==> src/rtl/tisc_wb_pkg.sv <==
// Shared WISHBONE constants and the command-master FSM state type for the TISC intercon.
package tisc_wb_pkg;

  localparam int unsigned WB_ADR_W = 21;
  localparam int unsigned WB_DAT_W = 32;
  localparam logic [3:0]  SEL_ALL  = 4'hF;

  typedef enum logic [1:0] {
    StIdle,
    StActive,
    StBackoff,
    StLocked
  } wb_state_e;

endpackage

==> src/rtl/wb_cmd_timer.sv <==
// Bus timeout counter: counts cycles while enabled and flags the cycle in which the
// TIMEOUT-th stb cycle completes without termination.
module wb_cmd_timer #(
  parameter int unsigned TIMEOUT = 255
) (
  input  logic clk_i,
  input  logic rst_i,
  input  logic clr_i,
  input  logic en_i,
  output logic expired_o
);

  localparam int unsigned CntW = (TIMEOUT > 1) ? $clog2(TIMEOUT + 1) : 1;
  localparam logic [CntW-1:0] CntLast = CntW'((TIMEOUT > 0) ? TIMEOUT - 1 : 0);

  logic [CntW-1:0] r_cnt;
  logic            w_expired;

  assign w_expired = en_i && (r_cnt == CntLast);
  assign expired_o = w_expired;

  always_ff @(posedge clk_i or posedge rst_i) begin
    if (rst_i) begin
      r_cnt <= '0;
    end else if (clr_i) begin
      r_cnt <= '0;
    end else if (en_i && !w_expired) begin
      r_cnt <= r_cnt + 1'b1;
    end
  end

endmodule

==> src/rtl/wb_cmd_master.sv <==
// Command-driven WISHBONE classic master: one bus transaction per go rising edge, with
// bounded rty retry and optional bus lock. Define WB_CMD_TIMEOUT_EN to add a bus timeout.
module wb_cmd_master
  import tisc_wb_pkg::*;
#(
  parameter int unsigned ADR_W     = WB_ADR_W,
  parameter int unsigned DAT_W     = WB_DAT_W,
  parameter int unsigned MAX_RETRY = 3,
  parameter int unsigned TIMEOUT   = 255
) (
  input  logic             clk_i,
  input  logic             rst_i,
  input  logic [ADR_W-1:0] cmd_adr_i,
  input  logic [DAT_W-1:0] cmd_dat_i,
  input  logic             cmd_we_i,
  input  logic             cmd_go_i,
  input  logic             cmd_lock_i,
  output logic [DAT_W-1:0] cmd_dat_o,
  output logic             cmd_done_o,
  output logic             cmd_err_o,
  output logic             cmd_busy_o,
  output logic             cyc_o,
  output logic             stb_o,
  output logic             we_o,
  output logic [ADR_W-1:0] adr_o,
  output logic [DAT_W-1:0] dat_o,
  output logic [3:0]       sel_o,
  input  logic [DAT_W-1:0] dat_i,
  input  logic             ack_i,
  input  logic             err_i,
  input  logic             rty_i
);

  localparam int unsigned RetryW = (MAX_RETRY > 0) ? $clog2(MAX_RETRY + 1) : 1;
  localparam logic [RetryW-1:0] RetryMax = RetryW'(MAX_RETRY);

  wb_state_e         r_state, w_state_nxt, w_exit;
  logic              r_go_q;
  logic              w_start, w_accept, w_timeout;
  logic [RetryW-1:0] r_retry, w_retry_nxt;
  logic              r_done, w_done_nxt;
  logic              r_err, w_err_nxt;
  logic [DAT_W-1:0]  r_rd_dat, w_rd_dat_nxt;
  logic [ADR_W-1:0]  r_adr;
  logic [DAT_W-1:0]  r_dat;
  logic              r_we;

  assign w_start = cmd_go_i & ~r_go_q;
  assign w_exit  = cmd_lock_i ? StLocked : StIdle;

`ifdef WB_CMD_TIMEOUT_EN
  wb_cmd_timer #(
    .TIMEOUT(TIMEOUT)
  ) u_timer (
    .clk_i    (clk_i),
    .rst_i    (rst_i),
    .clr_i    (r_state != StActive),
    .en_i     (r_state == StActive),
    .expired_o(w_timeout)
  );
`else
  assign w_timeout = 1'b0;
`endif

  always_comb begin
    w_state_nxt  = r_state;
    w_retry_nxt  = r_retry;
    w_done_nxt   = r_done;
    w_err_nxt    = r_err;
    w_rd_dat_nxt = r_rd_dat;
    w_accept     = 1'b0;
    unique case (r_state)
      StIdle: begin
        if (w_start) w_accept = 1'b1;
      end
      StActive: begin
        // Timeout always releases the bus, even when lock is requested.
        if (w_timeout) begin
          w_err_nxt   = 1'b1;
          w_done_nxt  = 1'b1;
          w_state_nxt = StIdle;
        end else if (err_i) begin
          w_err_nxt   = 1'b1;
          w_done_nxt  = 1'b1;
          w_state_nxt = w_exit;
        end else if (rty_i) begin
          if (r_retry < RetryMax) begin
            w_retry_nxt = r_retry + 1'b1;
            w_state_nxt = StBackoff;
          end else begin
            w_err_nxt   = 1'b1;
            w_done_nxt  = 1'b1;
            w_state_nxt = w_exit;
          end
        end else if (ack_i) begin
          w_done_nxt  = 1'b1;
          w_err_nxt   = 1'b0;
          if (!r_we) w_rd_dat_nxt = dat_i;
          w_state_nxt = w_exit;
        end
      end
      StBackoff: w_state_nxt = StActive;
      StLocked: begin
        if (w_start) w_accept = 1'b1;
        else if (!cmd_lock_i) w_state_nxt = StIdle;
      end
      default: w_state_nxt = StIdle;
    endcase
    if (w_accept) begin
      w_state_nxt = StActive;
      w_retry_nxt = '0;
      w_done_nxt  = 1'b0;
      w_err_nxt   = 1'b0;
    end
  end

  always_ff @(posedge clk_i or posedge rst_i) begin
    if (rst_i) begin
      r_state  <= StIdle;
      r_go_q   <= 1'b0;
      r_retry  <= '0;
      r_done   <= 1'b0;
      r_err    <= 1'b0;
      r_rd_dat <= '0;
      r_adr    <= '0;
      r_dat    <= '0;
      r_we     <= 1'b0;
    end else begin
      r_state  <= w_state_nxt;
      r_go_q   <= cmd_go_i;
      r_retry  <= w_retry_nxt;
      r_done   <= w_done_nxt;
      r_err    <= w_err_nxt;
      r_rd_dat <= w_rd_dat_nxt;
      if (w_accept) begin
        r_adr <= cmd_adr_i;
        r_dat <= cmd_dat_i;
        r_we  <= cmd_we_i;
      end
    end
  end

  assign cyc_o      = (r_state == StActive) || (r_state == StLocked);
  assign stb_o      = (r_state == StActive);
  assign cmd_busy_o = (r_state == StActive) || (r_state == StBackoff);
  assign we_o       = r_we;
  assign adr_o      = r_adr;
  assign dat_o      = r_dat;
  assign sel_o      = SEL_ALL;
  assign cmd_dat_o  = r_rd_dat;
  assign cmd_done_o = r_done;
  assign cmd_err_o  = r_err;

endmodule

==> config.mk <==
export PLATFORM = sky130hd
export DESIGN_NAME = wb_cmd_master
export DESIGN_NICKNAME = d
export VERILOG_FILES = /design/src/rtl/tisc_wb_pkg.sv /design/src/rtl/wb_cmd_timer.sv /design/src/rtl/wb_cmd_master.sv
export SDC_FILE = /design/constraint.sdc
export NUM_CORES = 1
export LEC_CHECK = 0
export ABC_CLOCK_PERIOD_IN_PS = 5800
export BUFFER_PORTS_ARGS = -buffer_cell sky130_fd_sc_hd__buf_2
export CAP_MARGIN = 10
export CELL_PAD_IN_SITES_DETAIL_PLACEMENT = 1
export CELL_PAD_IN_SITES_GLOBAL_PLACEMENT = 1
export CORE_AREA = 4 4 101 112
export CTS_BUF_LIST = sky130_fd_sc_hd__clkbuf_8
export CTS_CLUSTER_DIAMETER = 60
export DETAILED_ROUTE_END_ITERATION = 8
export DIE_AREA = 0 0 105 116
export MAX_ROUTING_LAYER = met4
export PLACE_DENSITY_LB_ADDON = 0.08
export REMOVE_ABC_BUFFERS = 1
export SYNTH_ARGS = -nofsm -noshare
export SYNTH_HDL_FRONTEND = slang
export SYNTH_SLANG_ARGS = --single-unit
==> constraint.sdc <==
create_clock -name clk_i -period 5.8 [get_ports clk_i]
set_clock_uncertainty 0.1 [all_clocks]
set_input_delay 1.16 -clock clk_i [delete_from_list [all_inputs] [get_ports clk_i]]
set_output_delay 1.16 -clock clk_i [all_outputs]
set_load 0.05 [all_outputs]
==> run_results.csv <==
group,metric,value,unit
routing,drt_iter0_drc,120,
critical_path,r2r-end,"cmd_dat_o[29]",
critical_path,r2r_start,"r_state[1]",
clocking,cts_hold_buf,0,
floorplanning,dieArea,0.01218,mm2
clocking,cts_tree,"built",
floorplanning,start_util,37.09,%
yosys,synth_ff_type,"dfrtp_1",
floorplanning,rows,39,
yosys,ys_top_cells_by_count,"nand2_1 (167), dfrtp_1 (93), mux2_4 (30), clkbuf_1 (11), ha_1 (5)",
finish,fin_nets,625,
critical_path,crit_type,"reg -> out",
critical_path,worst_setup_path_start_kind,"register",
clocking,ctsLongestPathBuffers,2,
yosys,synth_top_area_share,61.22,%
critical_path,cp.arrival,1.63,ns
clocking,cts.sinks,93,
hold_path,holdPathEnd,"adr_o[20]",
yosys,synth-edff-count,0,
yosys,synth-seq-area-share,61.22,%
place,hpwl,7341,um
yosys,async_flop_share,100.0,%
sta,max_freq,0.3456,GHz
finish,antenna_cells,0,
sta,min_period_over_period,49.89,%
finish,fin_cells,655,
finish,design_area,0.005009,mm2
hold_path,min_from,"adr_o[20]",
finish,area_delta_synth_final,31.76,%
yosys,synth.largest_area_cell,"dfrtp_1",
critical_path,rrSetupSlack,3.20,ns
yosys,yosys-top-cells-area,"dfrtp_1 (61%), nand2_1 (16%), mux2_4 (12%), ha_1 (1.6%), clkbuf_1 (1.1%)",
floorplanning,pin_count,188,
routing,wl,10220,um
grt,grt_pass1_vias,3150,
place,port_buffers,183,
clocking,cts_buffers,9,
yosys,syn_area,0.003801,mm2
clocking,clock_latency,0.36,ns
routing,via_per_inst,4.631,
place,place_congestion,0.7389,
sta,fin_crit,2.893,ns
sta,worst_hold_slack,0.3763,ns
sta,tightest_slew,1.162,ns
finish,multi_input_area,0.001364,mm2
yosys,ys_warn_count,0,
critical_path,cp.required,4.54,ns
clocking,cts_setup_buffers,0,
routing,ant_nets,0,
sta,maxSlewViolCount,0,
critical_path,reg2reg_depth,5,
place,dp.cells,639,
yosys,post-synth-top-count-cell,"nand2_1",
grt,antenna_found_initial,0,
finish,post-route-util,48.88,%
finish,seqCellArea,0.002327,mm2
sta,tns,0,ns
critical_path,cp_max_fo,7,
finish,final_layout_size_suffix_gt1_share,44.92,%
yosys,avgSynthCellArea,10.92,um2
status,outcome,"complete, no violations",
clocking,ctsResizeCount,0,
finish,nFillCells,1182,
grt,grt.overflow.total,0,
yosys,ys_ff_latch,93,
grt,grt_pass1_wl,16230,um
sta,fin_ws,2.907,ns
power,vdd_drop_max,0.2830,mV
hold_path,min_path_type,"reg -> reg",
place,dpl_cell_area,0.004785,mm2
job,drv_cap,0,
yosys,postSynthCellCount,348,
routing,via_count,3033,
sta,rsz0062_at_grt,"no",
grt,grt_use_total,17.53,%
power,p_per_area,722.6,mW/mm2
yosys,netlist-cell-type-count,27,
clocking,clock-root-buffer,"clkbuf_8",
sta,max-slew-margin-rel,22.09,%
place,post-place-ws,2.523,ns
clocking,cts_max_level,3,
hold_path,hold_depth,2,
floorplanning,core,0.01025,mm2
power,p_leak,2.935,nW
floorplanning,die_w,105,um
routing,routedWlPerCell,15.60,um
grt,grt_max_degree,62,
power,power,3.619,mW
sta,setup_violations,0,
routing,first_pass_iters,4,
clocking,clkTransAtPathRegs,0.09,ns
critical_path,end_kind,"primary output",
sta,finalHoldViolations,0,
floorplanning,die_h,116,um
routing,post-route-drc-count,0,
[flip-flops by register name, indices dropped and copies added (netlist names)]
register    cells
adr_o          21
cmd_dat_o      32
cmd_done_o      1
cmd_err_o       1
dat_o          32
r_go_q          1
r_retry         2
r_state         2
we_o            1
[final cells by class]
cell class	instances	share of cell area [%]
inverters	4	0.3248
clock buffers	10	2.748
well taps	123	3.073
flip-flops and latches	93	46.47
clock inverters	6	1.724
repair buffers	184	18.44
multi-input cells	235	27.23
[layer usage]
| metal | GRT usage (%) | part of all wire [%] | up-vias |
|---|---|---|---|
| li1 | - | - | 1438 |
| met1 | 22.62 | 45 | 1455 |
| met2 | 25.80 | 46 | 129 |
| met3 | 5.460 | 8.1 | 11 |
| met4 | 7.087 | 1.4 | 0 |
| met5 | - | 0 | - |
[layout by cell type, fill, tap and decap left out]
| master | netlist | final |
|---|---|---|
| buf_4 | 4 | 1 |
| and3b_2 | 0 | 1 |
| nand2_1 | 167 | 166 |
| ha_1 | 5 | 5 |
| inv_1 | 4 | 3 |
| nand2_2 | 0 | 1 |
| conb_1 | 1 | 4 |
| dfrtp_1 | 93 | 93 |
| or2_2 | 1 | 1 |
| mux2_4 | 30 | 30 |
| mux2i_1 | 2 | 2 |
| mux2_2 | 2 | 2 |
| nor2_1 | 3 | 3 |
| clkinvlp_4 | 0 | 1 |
| clkinv_4 | 0 | 1 |
| clkinv_2 | 0 | 3 |
| o21ai_0 | 4 | 4 |
| buf_2 | 1 | 183 |
| or3_1 | 1 | 1 |
| o311ai_0 | 1 | 1 |
| nand3_1 | 1 | 1 |
| nor2b_1 | 2 | 2 |
| xor2_1 | 1 | 1 |
| clkbuf_8 | 0 | 10 |
| nor3b_1 | 1 | 1 |
| nand2b_1 | 1 | 1 |
| nor3b_2 | 2 | 2 |
| bufinv_16 | 0 | 2 |
| nand3b_2 | 1 | 1 |
| a21oi_1 | 3 | 3 |
| nor3_1 | 2 | 2 |
[worst max path at each step]
stage	endpoint	start	cells past startpoint	slack, ns
final	cyc_o	r_state[1]	4	2.91
after global routing	cyc_o	r_state[1]	4	2.79
after CTS	cyc_o	r_state[1]	4	2.86
after detailed placement	cmd_dat_o[22]	rty_i	4	2.52
after global placement	cmd_dat_o[23]	rty_i	4	2.59
after floorplan	adr_o[0]	rst_i	1	2.12
[kinds of logic (layout without fill, tap and decap cells)]
group	count (synthesis)	in the layout	share of synthesized area [%]
AOI/OAI and AO/OA	8	8	1.152
muxes	34	34	12.97
xor gates and xnor gates	1	1	0.2305
other	1	4	0.09865
and+or+nand+nor	183	183	19.39
adders and majority gates	5	5	1.646
DFF	93	93	61.22
buffers and inverters	23	204	3.291
[worst max-delay path, cell delays in order, from the launching register on]
cell	delay [ns]
dfrtp_1	0.42
inv_1	0.08
ha_1	0.27
or2_2	0.29
buf_2	0.21
[power breakdown]
| part | leakage [nW] | internal [mW] | switching [mW] |
|---|---|---|---|
| combinational | 1.67 | 0.509 | 1.52 |
| clock | 0.112 | 0.254 | 0.232 |
| sequential | 1.15 | 0.948 | 0.160 |
| total | 2.93 | 1.71 | 1.91 |
Power figures use the tool's default switching activity.
